### config.mk
export PLATFORM = sky130hd
export DESIGN_NAME = seq_alu
export DESIGN_NICKNAME = d
export VERILOG_FILES = /design/src/rtl/alu_pkg.sv /design/src/rtl/mul_div_iter.sv /design/src/rtl/seq_alu.sv
export SDC_FILE = /design/constraint.sdc
export NUM_CORES = 1
export LEC_CHECK = 0
export ABC_AREA = 1
export CAP_MARGIN = 10
export CORE_MARGIN = 8
export CORE_UTILIZATION = 50
export DETAILED_ROUTE_END_ITERATION = 7
export GPL_TIMING_DRIVEN = 1
export PLACE_DENSITY = 0.67
export SLEW_MARGIN = 20
export SYNTH_ARGS = -nofsm -noshare
export SYNTH_HDL_FRONTEND = slang
export SYNTH_HIERARCHICAL = 1
export SYNTH_SLANG_ARGS = --single-unit
### constraint.sdc
create_clock -name Clock -period 8.7 [get_ports Clock]
set_input_delay 1.74 -clock Clock [delete_from_list [all_inputs] [get_ports Clock]]
set_output_delay 1.74 -clock Clock [all_outputs]
set_load 0.02 [all_outputs]
### src/rtl/alu_pkg.sv
// Shared opcode and FSM state encodings for the sequential ALU.
package alu_pkg;

  localparam logic [2:0] OP_NOT = 3'b000;
  localparam logic [2:0] OP_AND = 3'b001;
  localparam logic [2:0] OP_OR  = 3'b010;
  localparam logic [2:0] OP_ADD = 3'b011;
  localparam logic [2:0] OP_SUB = 3'b100;
  localparam logic [2:0] OP_MUL = 3'b101;
  localparam logic [2:0] OP_DIV = 3'b110;
  localparam logic [2:0] OP_XOR = 3'b111;

  localparam logic [1:0] ST_IDLE = 2'd0;
  localparam logic [1:0] ST_CALC = 2'd1;
  localparam logic [1:0] ST_DONE = 2'd2;

  // Multiply, and divide by a non-zero divisor, take the iterative path.
  function automatic logic needs_iter(input logic [2:0] op, input logic b_nonzero);
    return (op == OP_MUL) || ((op == OP_DIV) && b_nonzero);
  endfunction

endpackage

### src/rtl/mul_div_iter.sv
// Iterative unsigned shift-add multiplier / restoring divider, one step per cycle.
module mul_div_iter #(
  parameter int unsigned WIDTH = 32
) (
  input  logic             clk,
  input  logic             rst_n,
  input  logic             start,
  input  logic             is_div,
  input  logic             step,
  input  logic [WIDTH-1:0] a,
  input  logic [WIDTH-1:0] b,
  output logic             last_c,
  output logic [WIDTH-1:0] lo_next_c,
  output logic [WIDTH-1:0] hi_next_c
);

  localparam int unsigned CNT_W = $clog2(WIDTH + 1);

  logic [WIDTH-1:0] hi;
  logic [WIDTH-1:0] lo;
  logic [WIDTH-1:0] divisor;
  logic             div_mode;
  logic [CNT_W-1:0] count;

  logic [WIDTH:0] mul_sum;
  logic [WIDTH:0] div_shift;
  logic [WIDTH:0] div_trial;

  // hi is the running partial product / remainder, lo the multiplier / quotient.
  always_comb begin
    mul_sum   = {1'b0, hi} + (lo[0] ? {1'b0, divisor} : (WIDTH+1)'(0));
    div_shift = {hi, lo[WIDTH-1]};
    div_trial = div_shift - {1'b0, divisor};
    hi_next_c = hi;
    lo_next_c = lo;
    if (div_mode) begin
      if (!div_trial[WIDTH]) begin
        hi_next_c = div_trial[WIDTH-1:0];
        lo_next_c = {lo[WIDTH-2:0], 1'b1};
      end else begin
        hi_next_c = div_shift[WIDTH-1:0];
        lo_next_c = {lo[WIDTH-2:0], 1'b0};
      end
    end else begin
      {hi_next_c, lo_next_c} = {mul_sum, lo[WIDTH-1:1]};
    end
  end

  assign last_c = (count == CNT_W'(WIDTH - 1));

  always_ff @(posedge clk) begin
    if (!rst_n) begin
      hi       <= '0;
      lo       <= '0;
      divisor  <= '0;
      div_mode <= 1'b0;
      count    <= '0;
    end else if (start) begin
      hi       <= '0;
      lo       <= a;
      divisor  <= b;
      div_mode <= is_div;
      count    <= '0;
    end else if (step) begin
      hi    <= hi_next_c;
      lo    <= lo_next_c;
      count <= count + CNT_W'(1);
    end
  end

endmodule

### src/rtl/seq_alu.sv
// Sequential ALU: valid/ready handshake, single-cycle logic/arith ops, iterative MUL/DIV.
module seq_alu
  import alu_pkg::*;
#(
  parameter int unsigned WIDTH = 32
) (
  input  logic             Clock,
  input  logic             Reset_n,
  input  logic [WIDTH-1:0] A,
  input  logic [WIDTH-1:0] B,
  input  logic [2:0]       Operation,
  input  logic             InValid,
  output logic             InReady,
  output logic [WIDTH-1:0] Output,
  output logic [WIDTH-1:0] OutputHi,
  output logic             Zero,
  output logic             Carry,
  output logic             Overflow,
  output logic             DivByZero,
  output logic             OutValid,
  input  logic             OutReady
);

  logic [1:0]       state, state_nxt;
  logic [2:0]       op_q, op_nxt;
  logic [WIDTH-1:0] out_nxt, hi_nxt;
  logic             zero_nxt, carry_nxt, ovf_nxt, dbz_nxt;
  logic             in_ready_nxt, out_valid_nxt;
  logic             start_c;
  logic [WIDTH:0]   sum_ext, diff_ext;
  logic             iter_last_c;
  logic [WIDTH-1:0] iter_lo_c, iter_hi_c;

  mul_div_iter #(.WIDTH(WIDTH)) u_iter (
    .clk       (Clock),
    .rst_n     (Reset_n),
    .start     (start_c),
    .is_div    (Operation == OP_DIV),
    .step      (state == ST_CALC),
    .a         (A),
    .b         (B),
    .last_c    (iter_last_c),
    .lo_next_c (iter_lo_c),
    .hi_next_c (iter_hi_c)
  );

  assign sum_ext  = {1'b0, A} + {1'b0, B};
  assign diff_ext = {1'b0, A} - {1'b0, B};

  // Next-state and next-output logic; outputs hold unless a result is produced.
  always_comb begin
    state_nxt = state;
    op_nxt    = op_q;
    out_nxt   = Output;
    hi_nxt    = OutputHi;
    zero_nxt  = Zero;
    carry_nxt = Carry;
    ovf_nxt   = Overflow;
    dbz_nxt   = DivByZero;
    start_c   = 1'b0;
    case (state)
      ST_IDLE: begin
        if (InValid) begin
          op_nxt = Operation;
          if (needs_iter(Operation, B != '0)) begin
            state_nxt = ST_CALC;
            start_c   = 1'b1;
          end else begin
            state_nxt = ST_DONE;
            hi_nxt    = '0;
            carry_nxt = 1'b0;
            ovf_nxt   = 1'b0;
            dbz_nxt   = 1'b0;
            case (Operation)
              OP_NOT: out_nxt = ~A;
              OP_AND: out_nxt = A & B;
              OP_OR:  out_nxt = A | B;
              OP_XOR: out_nxt = A ^ B;
              OP_ADD: begin
                out_nxt   = sum_ext[WIDTH-1:0];
                carry_nxt = sum_ext[WIDTH];
                ovf_nxt   = (A[WIDTH-1] == B[WIDTH-1]) && (sum_ext[WIDTH-1] != A[WIDTH-1]);
              end
              OP_SUB: begin
                out_nxt   = diff_ext[WIDTH-1:0];
                carry_nxt = diff_ext[WIDTH];
                ovf_nxt   = (A[WIDTH-1] != B[WIDTH-1]) && (diff_ext[WIDTH-1] != A[WIDTH-1]);
              end
              default: begin
                out_nxt = '1;
                hi_nxt  = A;
                dbz_nxt = 1'b1;
              end
            endcase
            zero_nxt = (out_nxt == '0);
          end
        end
      end
      ST_CALC: begin
        if (iter_last_c) begin
          state_nxt = ST_DONE;
          out_nxt   = iter_lo_c;
          hi_nxt    = iter_hi_c;
          zero_nxt  = (iter_lo_c == '0);
          carry_nxt = 1'b0;
          ovf_nxt   = (op_q == OP_MUL) && (iter_hi_c != '0);
          dbz_nxt   = 1'b0;
        end
      end
      ST_DONE: begin
        if (OutReady) state_nxt = ST_IDLE;
      end
      default: state_nxt = ST_IDLE;
    endcase
    in_ready_nxt  = (state_nxt == ST_IDLE);
    out_valid_nxt = (state_nxt == ST_DONE);
  end

  always_ff @(posedge Clock) begin
    if (!Reset_n) begin
      state     <= ST_IDLE;
      op_q      <= '0;
      Output    <= '0;
      OutputHi  <= '0;
      Zero      <= 1'b0;
      Carry     <= 1'b0;
      Overflow  <= 1'b0;
      DivByZero <= 1'b0;
      InReady   <= 1'b1;
      OutValid  <= 1'b0;
    end else begin
      state     <= state_nxt;
      op_q      <= op_nxt;
      Output    <= out_nxt;
      OutputHi  <= hi_nxt;
      Zero      <= zero_nxt;
      Carry     <= carry_nxt;
      Overflow  <= ovf_nxt;
      DivByZero <= dbz_nxt;
      InReady   <= in_ready_nxt;
      OutValid  <= out_valid_nxt;
    end
  end

endmodule

==> results of run 1 <==
-- metrics by stage --
step | total power (uW) | setup WS (ns) | hold slack, ns | area [um^2]
after floorplan | 1900 | 5.03 | 0.450 | 20300
after global routing | 3390 | 3.22 | 0.499 | 22400
after global placement | 2350 | 3.11 | 0.459 | 21800
final | 3210 | 3.40 | 0.476 | 22400
after CTS | 3180 | 3.60 | 0.472 | 22400
after detailed placement | 2370 | 3.13 | 0.458 | 21800
-- cells in the mapped netlist (6+ instances only) --
cell type  count  area (um^2)
and2_1         8         50.1
buf_6         11          124
o21ai_1        9         45.0
buf_4          6         45.0
nand3_1      257         1290
nand2_2       13         81.3
inv_2         17         63.8
inv_1        605         2270
ha_1         170         2130
a21oi_2        6         52.6
o221ai_1      10         87.6
nor3_1        25          125
nor2_1       286         1070
nand4_1       29          181
a211oi_1      14          105
dfxtp_1      178         3560
buf_2         40          200
o21bai_1      16          120
o21ai_0      216         1080
a21oi_1      232         1160
a311oi_1       6         52.6
nor2_2        12         75.1
xor2_1         7         61.3
nand3b_1       9         67.6
nor4_1        20          125
a31oi_1       61          382
clkbuf_1      68          255
nand3_2        9         90.1
o22ai_1       28          175
nand2_1     1209         4540
xnor2_1       13          114
-- sequential cells by signal, indices dropped and copies added (netlist names), 2 cells and up --
register	flops
op_q	3
u_iter/lo	32
u_iter/count	6
OutputHi	32
u_iter/divisor	32
state	2
u_iter/hi	32
Output	32
-- power breakdown --
part	total (uW)	internal (uW)	switching, uW
Sequential	924	872	51.6
Combinational	1480	453	1020
Clock	813	443	370
-- final timing paths --
path,endpoint,cells past startpoint,startpoint
max,u_iter/divisor[3]$_SDFFE_PN0P_,13,B[26]
min reg2reg,OutputHi[1]$_SDFFE_PN0P_,2,OutputHi[1]$_SDFFE_PN0P_
max reg2reg,Overflow$_SDFFE_PN0P_,23,u_iter/lo[31]$_SDFFE_PN0P_
min,OutputHi[1]$_SDFFE_PN0P_,2,OutputHi[1]$_SDFFE_PN0P_
-- layout make-up --
cell class | instances | share of cell area
Antenna cell | 2 | 0.000223
Clock buffer | 19 | 0.0202
Clock inverter | 12 | 0.00647
Inverter | 627 | 0.105
Multi-Input combinational cell | 2703 | 0.611
Sequential cell | 178 | 0.159
Tap cell | 525 | 0.0293
Timing Repair Buffer | 160 | 0.0689
-- critical path, cell delays in order --
cell and delay (ns):
clkdlybuf4s50_1 0.76, nor4_1 0.78, nand4_1 0.32, o21ai_1 0.21
nand2_1 0.09, nand3_1 0.10, inv_1 0.05, buf_4 0.26
inv_2 0.53, buf_4 0.43, o21ai_0 0.12, buf_4 0.16
a21oi_1 0.10
-- kinds of logic (layout without fill, tap and decap cells) --
| logic type | Yosys count | after routing | share of synthesized area |
|---|---|---|---|
| buf+inv | 757 | 818 | 0.148 |
| compound gates | 619 | 619 | 0.172 |
| fa+ha+maj | 174 | 174 | 0.109 |
| simple gates | 1890 | 1890 | 0.387 |
| other cells | 0 | 2 | 0 |
| xor+xnor | 20 | 20 | 0.00865 |
| flops | 178 | 178 | 0.176 |
-- routing by layer --
layer / vias up / global-route usage / wire (um)
li1: 11600 / - / -
met1: 11200 / 0.438 / 34500
met2: 1340 / 0.585 / 39400
met3: 276 / 0.0589 / 8000
met4: 2 / 0.221 / 5610
met5: - / 0 / 13
==> impl_metrics.tcl, run 1 <==
set metrics [dict create \
    grt_max_degree 109 \
    finalSetupViolations 0 \
    yosysSeqAreaShare 0.176 \
    dieArea_mm2 0.0472 \
    yosysWarnings 6 \
    cp_max_fo 37 \
    initial_core_util 0.509 \
    final-hold-violation-count 0 \
    final_util 0.563 \
    core-area_mm2 0.0398 \
    cts_tree "yes" \
    io_buffer_count 140 \
    numClockSinks 178 \
    synth-seq-cells 178 \
    seqCellArea_mm2 0.00356 \
    multi_input_area_mm2 0.0137 \
    antenna_found_initial 2 \
    globalplace.congestion 1.09 \
    dr.first_iter.drc_count 2704 \
    layout_commonest_cell "nand2_1" \
    layout_common_cells "nand2_1 (1208), inv_1 (604), nor2_1 (283)" \
    drive_gt1_frac 0.0365 \
    synth-async-reset-ratio 0 \
    post_cts_resized 0 \
    io_pins 141 \
    r2r_setup_slack_ns 4.07 \
    area_delta_synth_final_pct 10.8 \
    grt_pass1_wl_mm 133 \
    wl_per_cell_um 20.7 \
    synthCells 3638 \
    clk-insertion-delay-late_ns 0.45 \
    h-tree-depth 4 \
    cap_violations 0 \
    slew_headroom 0.300 \
    clock_path_buffers 2 \
    first_pass_iters 8 \
    drcViolationCount 0 \
    synth_ff_type "dfxtp_1" \
    ys_types 55 \
    hp-class "flop to flop" \
    period_needed_ns 5.30 \
    worst_pin_slew_ns 1.05 \
    grt_usage 0.359 \
    syn_area_per_cell_um2 5.57 \
    syn_nets 3883 \
    nets 3932 \
    ant_nets 0 \
    viasPerCell 5.78 \
    finClkSkew_ns 0.0150 \
    start_kind "input pin" \
    p_leak_uw 0.0116 \
    grt_pass1_vias 23200 \
    outcome "finished, final reports clean" \
    fin_cells 4226 \
    fillers 4224 \
    root_buffer "clkbuf_16" \
    dp_hpwl_mm 69.6 \
    num_vias 24400 \
    hold_buffers 0 \
    ir_worst_vdd_mv 0.149 \
    core.rowCount 73 \
    grt_overflow 0 \
    synth_edf_count 0 \
    placed_cells 4193 \
    fp.dieW_um 217 \
    numCtsBuffers 17 \
    clock.fmax_mhz 189 \
    fin_crit_sh 0.609 \
    critPathRequiredTime_ns 9.08 \
    drv_slew 0 \
    die_height_um 217 \
    rsz0062_at_grt "no" \
    arrival_ns 5.67 \
    synth_area_mm2 0.0203 \
    post_cts_buffers 0 \
    setup.worst_path.class "input pin to flop" \
    endpoint_kind "flop" \
    clkTransAtPathRegs_ns 0.07 \
    wl_mm 87.5 \
    powerDensity_mw_per_mm2 143 \
    finalSetupTns_ns 0 \
]
Power figures use the tool's default switching activity.
==> inputs of run 2 (changes only) <==
--- a/config.mk
+++ b/config.mk
@@ -11,7 +11,7 @@
 export CORE_UTILIZATION = 50
 export DETAILED_ROUTE_END_ITERATION = 7
 export GPL_TIMING_DRIVEN = 1
-export PLACE_DENSITY = 0.67
+export PLACE_DENSITY = 0.7
 export SLEW_MARGIN = 20
 export SYNTH_ARGS = -nofsm -noshare
 export SYNTH_HDL_FRONTEND = slang
==> constraint.sdc (replaced) <==
create_clock -name Clock -period 4.6 [get_ports Clock]
set_input_delay 0.92 -clock Clock [delete_from_list [all_inputs] [get_ports Clock]]
set_output_delay 0.92 -clock Clock [all_outputs]
set_load 0.02 [all_outputs]
==> run 2 against run 1 <==
Against the previous run: highest routed layer is now met4; design area increased by 2.9%; global-route usage increased by 1.4 points; clock power increased by 92%; setup slack got worse by 3.1 ns; combinational power increased by 98%; sequential power increased by 89%; register-to-register slack got worse by 3.6 ns; clock skew decreased by 0.0068 ns; count of clock-buffer cells in the layout decreased by 1.
==> impl_metrics.tcl, run 2 (same netlist as run 1, synthesis figures left out) <==
set metrics [dict create \
    hp-class "flop to flop" \
    outcome "finished, final reports clean" \
    n_antenna_cell 0 \
    post_cts_resized 0 \
    dr.first_iter.drc_count 3045 \
    numCtsBuffers 17 \
    core.rowCount 73 \
    wl_mm 92.0 \
    met1_usage 0.445 \
    slew_headroom 0.245 \
    root_buffer "clkbuf_16" \
    clk-insertion-delay-late_ns 0.45 \
    nets 4010 \
    io_pins 141 \
    critPathSlowestCell "clkdlybuf4s50_1" \
    arrival_ns 4.73 \
    io_buffer_count 140 \
    fin_cells 4303 \
    area_delta_synth_final_pct 14.0 \
    clkTransAtPathRegs_ns 0.08 \
    layout_common_cells "nand2_1 (1208), inv_1 (604), nor2_1 (283)" \
    grtUsageMet2 0.606 \
    r2r_setup_slack_ns 0.52 \
    die_height_um 217 \
    antenna_found_initial 0 \
    finalSetupTns_ns 0 \
    fin_crit_sh 0.942 \
    ir_worst_vdd_mv 0.183 \
    grt_pass1_wl_mm 137 \
    p_leak_uw 0.0120 \
    crit_top_cell "nand2_1" \
    gr-max-usage-layer "met2" \
    cap_violations 0 \
    hold_buffers 0 \
    initial_core_util 0.509 \
    ant_nets 0 \
    endpoint_kind "flop" \
    fillers 4110 \
    first_pass_iters 6 \
    critPathRequiredTime_ns 5.00 \
    crit_family "simple AND/OR/NAND/NOR gates" \
    h-tree-depth 4 \
    cp_max_fo 5 \
    grt_usage 0.373 \
    clock_path_buffers 2 \
    globalplace.congestion 1.09 \
    drcViolationCount 0 \
    finalSetupViolations 0 \
    fp.dieW_um 217 \
    grt_max_degree 60 \
    grtUsageMet3 0.0666 \
    worst_pin_slew_ns 1.13 \
    finClkSkew_ns 0.00819 \
    cts_tree "yes" \
    core-area_mm2 0.0398 \
    grt_pass1_vias 23900 \
    hold_ws_ns 0.480 \
    placed_cells 4271 \
    dieArea_mm2 0.0472 \
    powerDensity_mw_per_mm2 270 \
    clock.fmax_mhz 231 \
    crit_buf_inv 3 \
    num_vias 25100 \
    dp_hpwl_mm 74.5 \
    final-hold-violation-count 0 \
    drive_gt1_frac 0.0564 \
    wl_per_cell_um 21.4 \
    numClockSinks 178 \
    grt_overflow 0 \
    viasPerCell 5.84 \
    rsz0062_at_grt "no" \
    cp_cell_sequence "clkdlybuf4s50_1, ha_1, inv_1, fa_1, inv_1, nand3_1, nand2_1, nand2_1, nand2_1, o21ai_0, nand2_1, nand2_1, a21oi_1, nand2_1, nor2_1, nand2_1, nor2_1, nand3_1, a21oi_2" \
    layout_commonest_cell "nand2_1" \
    period_needed_ns 4.33 \
    setup.worst_path.class "input pin to flop" \
    max_stage_delay_ns 0.77 \
    drv_slew 0 \
    start_kind "input pin" \
    post_cts_buffers 0 \
]
-- run 2: final timing paths --
path / startpoint / endpoint / depth (start not counted)
hold reg to reg: Output[26]$_SDFFE_PN0P_ / Output[26]$_SDFFE_PN0P_ / 2
setup reg to reg: u_iter/lo[31]$_SDFFE_PN0P_ / Overflow$_SDFFE_PN0P_ / 23
hold / removal: Output[26]$_SDFFE_PN0P_ / Output[26]$_SDFFE_PN0P_ / 2
setup / recovery: B[0] / Zero$_SDFFE_PN0P_ / 19
-- run 2: where the power goes --
part	total, uW	switching (uW)	internal [uW]	leakage (uW)
sequential	1750	101	1650	0.00146
clock	1560	726	837	0.000296
combinational	2930	2010	924	0.0102
-- run 2: worst register-to-register path: cells and delay by family, from the launching register on --
| kind | cells | cell delay (ns) |
|---|---|---|
| AOI/OAI and AO/OA | 1 | 0.08 |
| buffers and inverters | 2 | 0.16 |
| and+or+nand+nor | 18 | 2.76 |
| DFF | 1 | 0.34 |
| adders and majority gates | 2 | 0.65 |
-- run 2: cell type report --
cell class | instances | area, um^2 | area share
flip-flops and latches | 178 | 3560 | 0.154
repair buffers | 238 | 2190 | 0.0950
well taps | 525 | 657 | 0.0284
multi-input cells | 2703 | 13700 | 0.593
clock buffers | 18 | 439 | 0.0190
inverters | 627 | 2360 | 0.102
clock inverters | 14 | 174 | 0.00753
-- run 2: per-stage QoR --
| step | cell area (um^2) | worst slack (ns) | total power (uW) | util |
|---|---|---|---|---|
| 2_1_floorplan | 20300 | 1.59 | 3590 | - |
| 3_3_place_gp | 22500 | 0.0339 | 4580 | 0.564 |
| 3_5_place_dp | 22500 | 0.0451 | 4610 | 0.564 |
| 4_1_cts | 23100 | 0.502 | 6150 | 0.580 |
| 5_1_grt | 23100 | 0.178 | 6560 | 0.580 |
| 6_report | 23100 | 0.269 | 6240 | 0.580 |
-- run 2: metal layers --
| layer | part of all wire | wire length, um |
|---|---|---|
| met4 | 0.078 | 7180 |
| met3 | 0.10 | 9430 |
| met2 | 0.44 | 40700 |
| met5 | 0 | 0 |
| met1 | 0.38 | 34700 |
